===== src/rtl/ps2_packet_sequencer_if.sv =====
// Byte-in / packet-out handshake bundle for the PS/2 packet sequencer.
// The sequencer itself uses the slave modport. The producer/consumer side uses master.
interface ps2_packet_sequencer_if;
  logic [7:0]  byte_in;
  logic        in_valid;
  logic [23:0] pkt_data;
  logic        pkt_valid;
  logic        pkt_ready;

  modport master (
    output byte_in,
    output in_valid,
    output pkt_ready,
    input  pkt_data,
    input  pkt_valid
  );

  modport slave (
    input  byte_in,
    input  in_valid,
    input  pkt_ready,
    output pkt_data,
    output pkt_valid
  );
endinterface


===== src/rtl/ps2_packet_sequencer.sv =====
// Aligns PS/2 mouse bytes into 3-byte packets using the byte-1 sync bit.
// It resyncs on inter-byte timeout and queues complete packets in a small FIFO.
module ps2_packet_sequencer #(
  parameter int unsigned DEPTH   = 4,
  parameter int unsigned TIMEOUT = 1024
) (
  input  logic                     clk,
  input  logic                     reset_n,
  ps2_packet_sequencer_if.slave    bus,
  output logic                     pkt_done,
  output logic [$clog2(DEPTH):0]   pkt_count,
  output logic                     overflow,
  output logic [7:0]               drop_cnt
);

  localparam int unsigned PtrW  = (DEPTH > 1) ? $clog2(DEPTH) : 1;
  localparam int unsigned CntW  = $clog2(DEPTH) + 1;
  localparam int unsigned IdleW = $clog2(TIMEOUT);

  typedef enum logic [1:0] {StSync, StByte2, StByte3} state_e;

  state_e            state_q, state_d;
  logic [7:0]        byte1_q, byte1_d;
  logic [7:0]        byte2_q, byte2_d;
  logic [IdleW-1:0]  idle_q, idle_d;
  logic [23:0]       stage_q, stage_d;
  logic              stage_vld_q, stage_vld_d;
  logic              done_q;
  logic [1:0]        drop_inc;
  logic [8:0]        drop_sum;
  logic [7:0]        drop_q, drop_d;
  logic              overflow_q;

  logic [23:0]       mem_q [DEPTH];
  logic [PtrW-1:0]   wr_ptr_q, rd_ptr_q;
  logic [CntW-1:0]   count_q, count_d;
  logic              full, pop, push, ovf_set;

  always_comb begin
    state_d     = state_q;
    byte1_d     = byte1_q;
    byte2_d     = byte2_q;
    idle_d      = idle_q;
    stage_d     = stage_q;
    stage_vld_d = 1'b0;
    drop_inc    = 2'd0;
    case (state_q)
      StSync: begin
        idle_d = '0;
        if (bus.in_valid) begin
          if (bus.byte_in[3]) begin
            byte1_d = bus.byte_in;
            state_d = StByte2;
          end else begin
            drop_inc = 2'd1;
          end
        end
      end
      StByte2, StByte3: begin
        if (bus.in_valid) begin
          // A byte landing on the timeout boundary cycle still counts.
          idle_d = '0;
          if (state_q == StByte2) begin
            byte2_d = bus.byte_in;
            state_d = StByte3;
          end else begin
            stage_d     = {byte1_q, byte2_q, bus.byte_in};
            stage_vld_d = 1'b1;
            state_d     = StSync;
          end
        end else if (idle_q == IdleW'(TIMEOUT - 1)) begin
          idle_d   = '0;
          state_d  = StSync;
          drop_inc = (state_q == StByte2) ? 2'd1 : 2'd2;
        end else begin
          idle_d = idle_q + 1'b1;
        end
      end
      default: state_d = StSync;
    endcase
  end

  assign drop_sum = {1'b0, drop_q} + {7'b0, drop_inc};
  assign drop_d   = drop_sum[8] ? 8'hFF : drop_sum[7:0];

  // The assembled packet is staged for one cycle, so the push happens on the edge after byte 3.
  assign full    = (count_q == CntW'(DEPTH));
  assign pop     = (count_q != '0) & bus.pkt_ready;
  assign push    = stage_vld_q & (~full | pop);
  assign ovf_set = stage_vld_q & full & ~pop;

  always_comb begin
    count_d = count_q;
    case ({push, pop})
      2'b10:   count_d = count_q + 1'b1;
      2'b01:   count_d = count_q - 1'b1;
      default: count_d = count_q;
    endcase
  end

  always_ff @(posedge clk or negedge reset_n) begin
    if (!reset_n) begin
      state_q     <= StSync;
      byte1_q     <= '0;
      byte2_q     <= '0;
      idle_q      <= '0;
      stage_q     <= '0;
      stage_vld_q <= 1'b0;
      done_q      <= 1'b0;
      drop_q      <= '0;
      overflow_q  <= 1'b0;
      wr_ptr_q    <= '0;
      rd_ptr_q    <= '0;
      count_q     <= '0;
      for (int unsigned i = 0; i < DEPTH; i++) mem_q[i] <= '0;
    end else begin
      state_q     <= state_d;
      byte1_q     <= byte1_d;
      byte2_q     <= byte2_d;
      idle_q      <= idle_d;
      stage_q     <= stage_d;
      stage_vld_q <= stage_vld_d;
      done_q      <= stage_vld_q;
      drop_q      <= drop_d;
      count_q     <= count_d;
      if (ovf_set) overflow_q <= 1'b1;
      if (push) begin
        mem_q[wr_ptr_q] <= stage_q;
        wr_ptr_q        <= wr_ptr_q + 1'b1;
      end
      if (pop) rd_ptr_q <= rd_ptr_q + 1'b1;
    end
  end

  assign bus.pkt_data  = mem_q[rd_ptr_q];
  assign bus.pkt_valid = (count_q != '0);
  assign pkt_done      = done_q;
  assign pkt_count     = count_q;
  assign overflow      = overflow_q;
  assign drop_cnt      = drop_q;

endmodule


===== src/flat_wrapper.sv =====
// flat-port wrapper written by rule: the top's interface ports become plain ports
module ps2_packet_sequencer_flat 
#(
  parameter int unsigned DEPTH   = 4,
  parameter int unsigned TIMEOUT = 1024
)
  (clk, reset_n, pkt_done, pkt_count, overflow, drop_cnt, bus_byte_in, bus_in_valid, bus_pkt_ready, bus_pkt_data, bus_pkt_valid);
  ps2_packet_sequencer_if bus_i ();
  input  logic clk;
  input  logic reset_n;
  output logic pkt_done;
  output logic [$clog2(DEPTH):0] pkt_count;
  output logic overflow;
  output logic [7:0] drop_cnt;
  input wire logic [$bits(bus_i.byte_in)-1:0] bus_byte_in;
  input wire logic [$bits(bus_i.in_valid)-1:0] bus_in_valid;
  input wire logic [$bits(bus_i.pkt_ready)-1:0] bus_pkt_ready;
  output wire logic [$bits(bus_i.pkt_data)-1:0] bus_pkt_data;
  output wire logic [$bits(bus_i.pkt_valid)-1:0] bus_pkt_valid;
  assign bus_i.byte_in = bus_byte_in;
  assign bus_i.in_valid = bus_in_valid;
  assign bus_i.pkt_ready = bus_pkt_ready;
  assign bus_pkt_data = bus_i.pkt_data;
  assign bus_pkt_valid = bus_i.pkt_valid;
  ps2_packet_sequencer #(.DEPTH(DEPTH), .TIMEOUT(TIMEOUT)) u_core (.clk(clk), .reset_n(reset_n), .bus(bus_i), .pkt_done(pkt_done), .pkt_count(pkt_count), .overflow(overflow), .drop_cnt(drop_cnt));
endmodule

===== config.mk =====
export PLATFORM = sky130hd
export DESIGN_NAME = ps2_packet_sequencer_flat
export DESIGN_NICKNAME = d
export VERILOG_FILES = /design/src/rtl/ps2_packet_sequencer_if.sv /design/src/rtl/ps2_packet_sequencer.sv /design/src/flat_wrapper.sv
export SDC_FILE = /design/constraint.sdc
export NUM_CORES = 1
export LEC_CHECK = 0
export CORE_MARGIN = 1.5
export CORE_UTILIZATION = 59
export CTS_BUF_LIST = sky130_fd_sc_hd__clkbuf_4 sky130_fd_sc_hd__clkbuf_8
export CTS_CLUSTER_SIZE = 28
export DETAILED_ROUTE_END_ITERATION = 16
export HOLD_SLACK_MARGIN = 0.1
export MAX_ROUTING_LAYER = met4
export PLACE_DENSITY = 0.8
export SYNTH_ARGS = -nofsm -noshare
export SYNTH_HDL_FRONTEND = slang
export SYNTH_SLANG_ARGS = --single-unit

===== constraint.sdc =====
create_clock -name clk -period 3.64 [get_ports clk]
set_input_delay 0.364 -clock clk [delete_from_list [all_inputs] [get_ports clk]]
set_output_delay 0.364 -clock clk [all_outputs]
set_load 0.01 [all_outputs]

==> results.txt <==
* Outcome: finished, final reports clean
* Library cell used as clock root buffer: sky130_fd_sc_hd__clkbuf_8
- The average instance in the mapped netlist occupies 16.1 µm².
- Sequential cells were found to cover 54.3% of the synthesized design area.
- Buffers added to address setup during post-CTS repair amount to 0.
* Critical path endpoint category: register
- Synthesis instantiated 40 different standard cells from the library.
- Count of max-cap constraint violations: 0
* Die extent in x: 117 µm
* Number of design rule violations left after detail routing: 0
- Following the worst setup path forward leads to its endpoint at u_core.drop_cnt[5]$_DFF_PN0_.
- Ordered cell list for the critical path: inv_1 > ha_1 > nand2b_1 > or2_2 > or3_1 > fa_1 > nor3_1 > nand4_1 > nand2_1
- Fin Hold WS: 407 ps
- Ratio of cells with drive above 1 in the final layout: 37.8%
- Reg clk slew, reported paths: 80 ps
- Counting flops with an async set or reset pin after synthesis yields a share of 100%.
- Largest net degree at the start of global routing: 98
- Crit path largest cell delay: 470 ps
- In this run the worst hold path is classified as reg -> reg.
- The startpoint identified for the worst register-to-register timing path is u_core.state_q[0]$_DFFE_PN0P_.
- Depth of the most critical reg-to-reg path: 9
* Clock buffer depth: 2
- Setup slack, reg-to-reg: 600 ps
* Skew final: 9.45 ps
* Standard cell core area: 0.0126 mm²
- Maximum level of the CTS H-tree: 4
- Crit Path Max Fanout: 7
- The number of hold violations in the final report came to 0.
* Worst Setup Path Type: reg -> reg
- Setup repair after global routing left no endpoint under its margin.
* Initial standard-cell utilization of the core: 60.6%
- Clock tree synthesis found a total of 166 sinks.
- In this run the cell area of the synthesized design comes to 0.00765 mm².
- Setup-violating endpoint count in the final report: 0
* Number of nets at the end of the flow: 552
- Placement-stage cell area: 0.00816 mm²
* Total inserted antenna cells: 0
- I/O pin count: 50
- The congestion estimate from routability-driven global placement came to 0.849.
- In this run the critical register-to-register path is captured at u_core.drop_cnt[5]$_DFF_PN0_.
- STA classifies the critical path startpoint as a register.
- Die height: 117 µm
- The first global-routing pass estimated 22400 µm of wire.
- During placement, the flow inserted port buffers numbering 49.
* Row Count: 41
* Highest-delay cell along the critical path: sky130_fd_sc_hd__fa_1
* Total wire length after detailed routing: 13500 µm
- Most frequent cell after synthesis: sky130_fd_sc_hd__dfrtp_1
- Area Growth Syn to Fin: 12.2%
- Post-Syn Instances: 474
- Measured against its own limit, the worst slew margin works out to 36.6%.
- The via count of the first global-routing pass was 4298.
- Worst IR drop on VDD: 482 µV
- Vias after detailed routing: 3946
- Global routing used 23.0% of the available tracks across all layers.
- For this run, the detailed router's first-pass iteration total came to 4.
- In this run, synthesis inferred 0 flip-flops with an integrated enable.
- Counting the fill cells in the layout gives 860.
- Total grt overflow: 0
- The number of nets handed over by synthesis was 499.
- The number of antenna violations at the first check in global routing was 0.
- Detailed-route wire length per cell: 19.0 µm
- At the worst endpoint, the arrival time is 3420 ps.
- CTS buffer count: 17
- TritonCTS built the clock tree.
- Max Transition Viols Final: 0
- TNS Setup: 0 ps
- Synthesis inferred 166 register bits.
* Final Cycle Share: 83.6%
* Top post-synthesis cells by count: sky130_fd_sc_hd__dfrtp_1 (166), sky130_fd_sc_hd__mux2_4 (80), sky130_fd_sc_hd__mux2_2 (56)
- For this design the ratio of total power to cell area is 893 mW/mm².
- The count of nets left with antenna violations once routing finished came out at 0.
- The synthesized design spends more area on one cell type than any other, namely sky130_fd_sc_hd__dfrtp_1.
- Summed over all cells, the static leakage comes to 4.10 nW.
* Min cycle time layout: 3040 ps
* HPWL after detailed placement: 8150 µm
- Yosys printed 0 warnings.
* Leading cell types by total area after synthesis: sky130_fd_sc_hd__dfrtp_1 (54%), sky130_fd_sc_hd__mux2_4 (16%), sky130_fd_sc_hd__mux2_2 (8.2%), sky130_fd_sc_hd__mux4_2 (7.1%), sky130_fd_sc_hd__buf_12 (2.4%)
- For the worst-skew pair, the clock arrives at the later sink with an insertion delay of 450 ps.
- The critical path starts at u_core.state_q[0]$_DFFE_PN0P_.
- Highest Clock Rate: 0.329 GHz
- At the pin with the least slew margin, the transition time is 947 ps.
- In the synthesized netlist the dominant register cell turns out to be sky130_fd_sc_hd__dfrtp_1.
- After routing the design area is 0.00858 mm².
- Detailed-route vias per instance: 5.57
- DRC marker count from the first detailed-route iteration: 274
- The synthesized design devotes to its leading area cell type 54.3% of total area.
* Worst EP required: 4020 ps
- Die Outline Area: 0.0137 mm²
## power by group
part	switching, mW	total (mW)	internal, mW
clock network	0.614	1.37	0.761
logic	1.13	3.08	1.94
registers	0.575	3.21	2.64
total	2.32	7.66	5.34
## through the flow
| stage | setup WS [ps] | util (%) | cells | power, mW |
|---|---|---|---|---|
| finish | 597 | 68.0 | 709 | 7.66 |
| CTS | 608 | 68.0 | 709 | 7.73 |
| global placement | 554 | 64.7 | 679 | 6.19 |
| global route | 282 | 68.0 | 709 | 8.11 |
| detailed placement | 373 | 64.7 | 679 | 6.34 |
| floorplan | 976 | - | 474 | 5.31 |
## how the worst min path moves through the flow
stage                                       from                       endpoint  slack, ps  cells after the start
floorplan                                reset_n  u_core.byte1_q[0]$_DFFE_PN0P_         70                      0
CTS                 u_core.stage_vld_q$_DFF_PN0_      u_core.pkt_done$_DFF_PN0_        410                      0
finish              u_core.stage_vld_q$_DFF_PN0_      u_core.pkt_done$_DFF_PN0_        410                      0
detailed placement  u_core.stage_vld_q$_DFF_PN0_      u_core.pkt_done$_DFF_PN0_        390                      0
global route        u_core.stage_vld_q$_DFF_PN0_      u_core.pkt_done$_DFF_PN0_        420                      0
global placement    u_core.stage_vld_q$_DFF_PN0_      u_core.pkt_done$_DFF_PN0_        380                      0
## critical path: cells and delay by family (launching register included)
| family | cells | cell delay, ps |
|---|---|---|
| adders and majority gates | 2 | 780 |
| buffers and inverters | 1 | 60 |
| DFF | 1 | 410 |
| and+or+nand+nor | 6 | 1720 |
## repair_timing
| item | 4_1_cts | 5_1_grt |
|---|---|---|
| hold endpoints to repair | 96 | 0 |
| resized for setup | 0 | 0 |
| hold buffers | 1 | 0 |
## kinds of logic (layout without fill, tap and decap cells)
logic type / count (synthesis) / after routing / synth area share [%]
buffers and inverters: 35 / 98 / 3.84
muxes: 161 / 161 / 31.2
and+or+nand+nor: 62 / 62 / 4.96
adders and majority gates: 13 / 13 / 2.32
AOI/OAI and AO/OA: 24 / 24 / 1.91
xor gates and xnor gates: 13 / 13 / 1.49
DFF: 166 / 166 / 54.3
## layout by cell type, fill, tap and decap left out, drive strengths merged, types with 3 or more instances in the layout
master and count:
nand3 8, mux2 136, nand4 3, inv 15, a21o 3, clkdlybuf4s50 48, nand2 22, bufinv 3
buf 5, o21ai 11, xnor2 4, a31oi 4, and3 3, dfrtp 166, nand2b 4, xor2 9
mux4 24, ha 11, nor2 10, clkbuf 25
## registers in the layout, summed over array words and instances (netlist names)
name,count
u_core.byte1_q,8
u_core.byte2_q,8
u_core.drop_cnt,8
u_core.idle_q,10
u_core.mem_q,96
u_core.overflow,1
u_core.pkt_count,3
u_core.pkt_done,1
u_core.rd_ptr_q,2
u_core.stage_q,24
u_core.stage_vld_q,1
u_core.state_q,2
u_core.wr_ptr_q,2
## layout make-up
cell class / count / area, µm² / share of cell area [%]
Clock buffer: 25 / 313 / 3.65
Clock inverter: 4 / 95.1 / 1.11
Sequential cell: 166 / 4150 / 48.4
Multi-Input combinational cell: 273 / 3200 / 37.3
Tap cell: 172 / 215 / 2.51
Inverter: 15 / 56.3 / 0.656
Timing Repair Buffer: 54 / 544 / 6.35
## metal layers
metal	vias to the layer above	global-route usage, %	wire [µm]
li1	1795	-	-
met1	2068	30.2	6220
met2	74	35.4	6690
met3	9	6.18	446
met4	0	7.55	149
met5	-	-	0
Power figures use the tool's default switching activity.
